[config.mk]
export PLATFORM = sky130hd
export DESIGN_NAME = param_sram
export DESIGN_NICKNAME = d
export VERILOG_FILES = /design/src/rtl/sram_pkg.sv /design/src/rtl/sram_rd_pipe.sv /design/src/rtl/param_sram.sv
export SDC_FILE = /design/constraint.sdc
export NUM_CORES = 2
export LEC_CHECK = 0
export ABC_CLOCK_PERIOD_IN_PS = 6150
export CORE_MARGIN = 4
export CORE_UTILIZATION = 37
export CTS_CLUSTER_DIAMETER = 50
export CTS_CLUSTER_SIZE = 24
export DETAILED_ROUTE_END_ITERATION = 7
export GPL_TIMING_DRIVEN = 0
export PLACE_DENSITY = 0.49
export SYNTH_ARGS = -nofsm -noshare
export SYNTH_HDL_FRONTEND = slang
export SYNTH_HIERARCHICAL = 1
export SYNTH_SLANG_ARGS = --single-unit
[constraint.sdc]
create_clock -name sram_clk -period 6.15 [get_ports sram_clk]
set_clock_uncertainty 0.2 [all_clocks]
set_input_delay 1.845 -clock sram_clk [delete_from_list [all_inputs] [get_ports sram_clk]]
set_output_delay 1.845 -clock sram_clk [all_outputs]
set_load 0.02 [all_outputs]
[src/rtl/sram_pkg.sv]
// rtl/sram_pkg.sv - shared state type, constants and parity helper for param_sram
package sram_pkg;

   typedef enum logic [0:0] {ST_INIT = 1'b0, ST_READY = 1'b1} sram_state_e;

   localparam int MAX_READ_LAT = 2;
   localparam int BYTE_W       = 8;

   // Even parity: the stored bit makes the total count of ones across byte+bit even.
   function automatic logic even_parity(input logic [BYTE_W-1:0] data_byte);
      return ^data_byte;
   endfunction

endpackage

[src/rtl/sram_rd_pipe.sv]
// rtl/sram_rd_pipe.sv - READ_LAT-deep data/valid/parity delay line with synchronous clear
module sram_rd_pipe
   import sram_pkg::*;
#(
   parameter int DATA_W   = 32,
   parameter int READ_LAT = 1
) (
   input  logic              clk,
   input  logic              clr,
   input  logic              in_valid,
   input  logic [DATA_W-1:0] in_data,
   input  logic              in_perr,
   output logic              out_valid,
   output logic [DATA_W-1:0] out_data,
   output logic              out_perr
);

   localparam int LAT = (READ_LAT >= MAX_READ_LAT) ? MAX_READ_LAT : 1;

   logic              s0_valid;
   logic              s0_perr;
   logic [DATA_W-1:0] s0_data;

   // Data registers only load on a valid beat so the output holds between reads.
   always_ff @(posedge clk) begin
      if (clr) begin
         s0_valid <= 1'b0;
         s0_perr  <= 1'b0;
         s0_data  <= '0;
      end else begin
         s0_valid <= in_valid;
         s0_perr  <= in_valid & in_perr;
         if (in_valid) s0_data <= in_data;
      end
   end

   generate
      if (LAT == 2) begin : g_lat2
         logic              s1_valid;
         logic              s1_perr;
         logic [DATA_W-1:0] s1_data;

         always_ff @(posedge clk) begin
            if (clr) begin
               s1_valid <= 1'b0;
               s1_perr  <= 1'b0;
               s1_data  <= '0;
            end else begin
               s1_valid <= s0_valid;
               s1_perr  <= s0_perr;
               if (s0_valid) s1_data <= s0_data;
            end
         end

         assign out_valid = s1_valid;
         assign out_data  = s1_data;
         assign out_perr  = s1_perr;
      end else begin : g_lat1
         assign out_valid = s0_valid;
         assign out_data  = s0_data;
         assign out_perr  = s0_perr;
      end
   endgenerate

endmodule

[src/rtl/param_sram.sv]
// rtl/param_sram.sv - parametrised byte-masked SRAM with clear sweep; optional SRAM_PARITY_EN
module param_sram
   import sram_pkg::*;
#(
   parameter int                DATA_W     = 32,
   parameter int                DEPTH      = 96,
   parameter int                ADDR_W     = 7,
   parameter int                READ_LAT   = 1,
   parameter logic [DATA_W-1:0] INIT_VALUE = '0
) (
   input  logic                sram_clk,
   input  logic                sram_ares,
   input  logic                wr_enable,
   input  logic                rd_enable,
   input  logic [ADDR_W-1:0]   ram_index,
   input  logic [DATA_W/8-1:0] byte_en,
   input  logic [DATA_W-1:0]   sram_data_in,
   output logic [DATA_W-1:0]   sram_data_out,
   output logic                rd_valid,
   output logic                init_busy,
   output logic                req_err,
   output logic                parity_err
);

   localparam int                NB       = DATA_W / BYTE_W;
   localparam logic [0:0]        S_INIT   = ST_INIT;
   localparam logic [0:0]        S_READY  = ST_READY;
   localparam logic [ADDR_W-1:0] LAST_IDX = ADDR_W'(DEPTH - 1);

   logic [0:0]        state;
   logic [ADDR_W-1:0] clr_cnt;
   logic [DATA_W-1:0] mem [DEPTH];
   logic              ready;
   logic              in_range;
   logic              wr_ok;
   logic              rd_ok;
   logic [DATA_W-1:0] rd_word;
   logic              rd_perr;

   assign ready     = (state == S_READY);
   assign init_busy = ~ready;
   assign in_range  = 32'(ram_index) < 32'(DEPTH);
   assign wr_ok     = wr_enable & ready & in_range;
   assign rd_ok     = rd_enable & ready & in_range;
   assign rd_word   = mem[ram_index];

   always_ff @(posedge sram_clk) begin
      if (sram_ares) begin
         state   <= S_INIT;
         clr_cnt <= '0;
      end else if (state == S_INIT) begin
         if (clr_cnt == LAST_IDX) state <= S_READY;
         else                     clr_cnt <= clr_cnt + 1'b1;
      end
   end

   // Non-blocking array update gives read-first behaviour on a same-index collision.
   always_ff @(posedge sram_clk) begin
      if (!sram_ares) begin
         if (!ready) begin
            mem[clr_cnt] <= INIT_VALUE;
         end else if (wr_ok) begin
            for (int b = 0; b < NB; b++) begin
               if (byte_en[b]) mem[ram_index][b*BYTE_W +: BYTE_W] <= sram_data_in[b*BYTE_W +: BYTE_W];
            end
         end
      end
   end

   // Rejected read and write in one cycle still yield a single pulse.
   always_ff @(posedge sram_clk) begin
      if (sram_ares) req_err <= 1'b0;
      else           req_err <= (wr_enable | rd_enable) & ~(ready & in_range);
   end

`ifdef SRAM_PARITY_EN
   logic [NB-1:0] par_mem [DEPTH];

   always_ff @(posedge sram_clk) begin
      if (!sram_ares) begin
         if (!ready) begin
            for (int b = 0; b < NB; b++) par_mem[clr_cnt][b] <= even_parity(INIT_VALUE[b*BYTE_W +: BYTE_W]);
         end else if (wr_ok) begin
            for (int b = 0; b < NB; b++) begin
               if (byte_en[b]) par_mem[ram_index][b] <= even_parity(sram_data_in[b*BYTE_W +: BYTE_W]);
            end
         end
      end
   end

   always_comb begin
      rd_perr = 1'b0;
      for (int b = 0; b < NB; b++) begin
         if (even_parity(rd_word[b*BYTE_W +: BYTE_W]) != par_mem[ram_index][b]) rd_perr = 1'b1;
      end
   end
`else
   assign rd_perr = 1'b0;
`endif

   sram_rd_pipe #(
      .DATA_W   (DATA_W),
      .READ_LAT (READ_LAT)
   ) u_rd_pipe (
      .clk       (sram_clk),
      .clr       (sram_ares),
      .in_valid  (rd_ok),
      .in_data   (rd_word),
      .in_perr   (rd_perr),
      .out_valid (rd_valid),
      .out_data  (sram_data_out),
      .out_perr  (parity_err)
   );

endmodule

==> reports/metrics.sh <==
OUTCOME='finished, violations left'
VIOLATIONS='max-capacitance violations, max-slew violations, negative setup slack'
AREA_TAKEN_BY_MULTI_INPUT_LOGIC_GATES_UM2=26900
LAYOUT-DRIVE-GT1-SHARE=0.304
FIN_NETS=6342
CLOCK-ROOT-BUFFER='clkbuf_16'
CAP_VIOLATIONS=6
ASYNC_SET_RESET_FLOP_SHARE_OUT_OF_SYNTHESIS=0
FIN_CELLS=11000
WORST-SLEW-PIN-TRANSITION_NS=1.68
END_KIND='flop'
GRT_PASS1_VIAS=66100
SHARE_SEQ_OF_TOTAL_POWER=0.483
NETLIST-CELL-TYPE-COUNT=72
MAX-CLOCK-PATH-BUFFERS=4
FIRST_ITER_VIOLATIONS=13200
SETUP_VIOL=1033
MIN-DELAY-PATH-CLASS='reg -> reg'
DPL_CELL_AREA_UM2=130000
YOSYS_WARNINGS=6
CTS.CLK_SLEW.WORST_PATHS_NS=0.07
DRT_WL_TOTAL_UM=585000
SEQUENTIAL_CELL_AREA_UM2=93100
VIAS_PER_CELL=6.60
COMB_POWER_SHARE=0.064
CLK-INSERTION-DELAY-LATE_NS=1.00
GLOBAL_ROUTE_WIRE_LENGTH_BEFORE_REPAIR_UM=728000
CTS_TREE='done'
GRT_START_MAX_NET_PINS=85
DESIGN.CORE.AREA_UM2=325000
NUMBER_OF_ANTENNA_VIOLATIONS_AT_THE_FIRST_CHECK_IN_GLOBAL_ROUTING=85
CP.ARRIVAL_NS=6.97
CTSHOLDBUFFERS=0
REPORTED_NET_SWITCHING_POWER_uW=12400
RSZ0062_AT_GRT='yes'
FINAL_CORE_UTIL=0.438
CLOCK_POWER_SHARE=0.453
MIN_PERIOD_OVER_PERIOD=1.07
CRITICAL_PATH_REQUIRED_NS=6.55
DPL.HPWL_UM=398000
VIAS=72400
POST_SYNTH_INST_COUNT=5759
MAPPEDNETLISTNETS=5807
POWER.STATIC_LEAKAGE_uW=0.0487
GRT-OVFL-TOTAL=0
YS_SEQ_AREA_FRAC=0.768
FLOORPLAN.DIE.WIDTH_UM=580
GRT_OVERALL_USAGE=0.339
TIMING_WORST_SETUP_PATH_TYPE='in -> reg'
DETAIL_ROUTE.DRC_VIOLATIONS=0
MAX_SLEW_MARGIN=-0.121
ROWS=209
NETSWITCHINGFRACTION=0.259
TOP_LEVEL_PORT_COUNT=83
GP_ROUTABILITY_CONGESTION=1.01
POSTSYNTH.TOPFLOPCELL='edfxtp_1'
FINALWORSTSETUPSLACK_NS=-0.417
TIMING.FMAX_MHz=152
POSTLAYOUTCELLAREA_UM2=142000
IRDROPWORSTVDD_mV=0.226
SYNTHESIS.AREA_PER_INSTANCE_UM2=21.0
FILLER_CELL_COUNT=27900
INITIAL_UTILIZATION=0.373
SYNTHTOLAYOUTAREAGROWTH_PCT=17.6
HTREE_NUM_LEVELS=5
POWER_PER_CELL_AREA_nW_PER_UM2=334
ROUTEDWLPERCELL_UM=53.4
CTS_BUFFERS=339
TIMING.CRITICAL_PATH.FANOUT_MAX=10
FIN_CRIT_NS=6.57
CLKSINKCOUNT=3115
DETAILEDROUTE.FIRSTPASSITERATIONCOUNT=6
YS_FF_LATCH=3115
SYNTH_ENABLE_FLOP_CELLS=3072
INTERNAL_CELL_POWER_uW=35300
POST-PLACE-CELLS=10300
WORSTSETUPSTARTPOINTTYPE='primary input'
DIE_Y_UM=580
BUFFER_PORTS.INSERTED=78
HOLD_VIOL=0
SYNTH_AREA_UM2=121000
FLOORPLAN.DIE_AREA_UM2=337000
POSTROUTEANTENNANETS=0
TIMING.FINAL.MAX_SLEW_VIOLATIONS=54
## metal layers
metal / wire, um / GRT usage
met1: 208000 / 0.427
met5: 402 / 0
met2: 249000 / 0.482
met3: 78800 / 0.133
met4: 48600 / 0.235
## layout make-up
class                   count  share of cell area
multi-input cells        2288               0.189
well taps                4325              0.0380
plain buffers             350              0.0146
clock inverters           272              0.0225
inverters                   5            0.000132
flip-flops and latches   3115               0.654
diodes                     49            0.000861
repair buffers            195              0.0215
clock buffers             358              0.0601
## metrics by stage
step	hold WS [ns]	setup slack (ns)	power [uW]	setup TNS, ns
6_report	0.293	-0.417	47600	-158.90
5_1_grt	0.314	-0.156	48300	-7.78
4_1_cts	0.299	-0.159	47400	-2.56
3_5_place_dp	0.282	-2.28	26300	-2081.13
3_3_place_gp	0.272	-3.12	26200	-
2_1_floorplan	0.349	1.01	24500	0
## power by group through the flow
stage                     sequential, uW  clock (uW)  combinational (uW)
final                              23000       21600                3040
after global routing               23000       22400                2910
after CTS                          23000       21600                2870
after detailed placement           23500           0                2860
after global placement             23500           0                2770
after floorplan                    23500           0                1090
## repair_timing
item | 4_1_cts | 5_1_grt
endpoints found under the setup margin | 1014 | 273
gates resized for setup | 85 | 43
buffers inserted | 0 | 0
## cell usage after synthesis, types with 3 or more instances
library cell,n,area share
nor3_1,72,0.0030
clkbuf_1,112,0.0035
a21oi_1,32,0.0013
a21o_1,4,0.00025
and2_1,47,0.0024
o22ai_1,59,0.0030
inv_1,3,0.000093
o21ai_0,41,0.0017
nor2_1,429,0.013
dfxtp_1,43,0.0071
and3_1,4,0.00021
xnor2_1,3,0.00022
buf_2,127,0.0052
mux4_2,742,0.14
a32oi_1,9,0.00065
nand2_2,16,0.00083
a221oi_1,15,0.0011
mux2i_1,273,0.023
a31oi_1,32,0.0017
nand3_1,55,0.0023
or2_1,12,0.00062
buf_6,17,0.0016
buf_1,27,0.00084
a211oi_1,27,0.0017
a22oi_1,121,0.0075
mux2_2,11,0.0010
buf_4,65,0.0040
buf_12,3,0.00050
nand2b_1,10,0.00052
nor2b_1,10,0.00052
nand4_1,13,0.00067
o221ai_1,7,0.00051
nor4_1,7,0.00036
o2111ai_1,3,0.00022
nand2_1,183,0.0057
a41o_1,3,0.00025
edfxtp_1,3072,0.76
o211ai_1,3,0.00019
## critical path, cell delays in order
cell,delay (ns)
clkdlybuf4s50_1,0.70
buf_2,0.36
buf_2,0.36
nor2_1,0.82
clkbuf_4,0.69
nand3_1,0.25
o41ai_4,0.18
nand2_2,0.72
nor2_1,0.97
## layout by cell type, fill, tap and decap left out, drive strengths merged, types with 110 or more instances in the layout
cell type	netlist	layout
a22oi	121	121
nor2	429	429
clkbuf	112	472
buf	239	352
inv	5	110
nand2	199	199
edfxtp	3072	3072
clkinv	0	118
mux4	742	742
mux2i	273	273
## registers in the layout, indices dropped and copies added, names as in the netlist
name / flops
u_rd_pipe/out_valid: 1
u_rd_pipe/out_perr: 1
mem: 3072
clr_cnt: 7
req_err: 1
u_rd_pipe/out_data: 32
ready: 1
## cells by family after synthesis
family | after synthesis | share of synthesized area
AO/OA/AOI/OAI | 386 | 0.0227
multiplexers | 1026 | 0.161
other | 1 | 0.0000309
AND/OR/NAND/NOR | 869 | 0.0312
buffers and inverters | 356 | 0.0158
XOR/XNOR | 5 | 0.000361
flip-flops | 3115 | 0.768
adder cells (fa/ha/maj) | 1 | 0.000103
## final timing paths
path | start | to | slack, ns | cells after the start
setup / recovery | ram_index[1] | mem[32][19] | -0.42 | 9
hold / removal | u_rd_pipe/out_data[11] | u_rd_pipe/out_data[11] | 0.29 | 2
setup reg to reg | ready | mem[76][5] | 1.38 | 7
hold reg to reg | u_rd_pipe/out_data[11] | u_rd_pipe/out_data[11] | 0.29 | 2
Power figures use the tool's default switching activity.
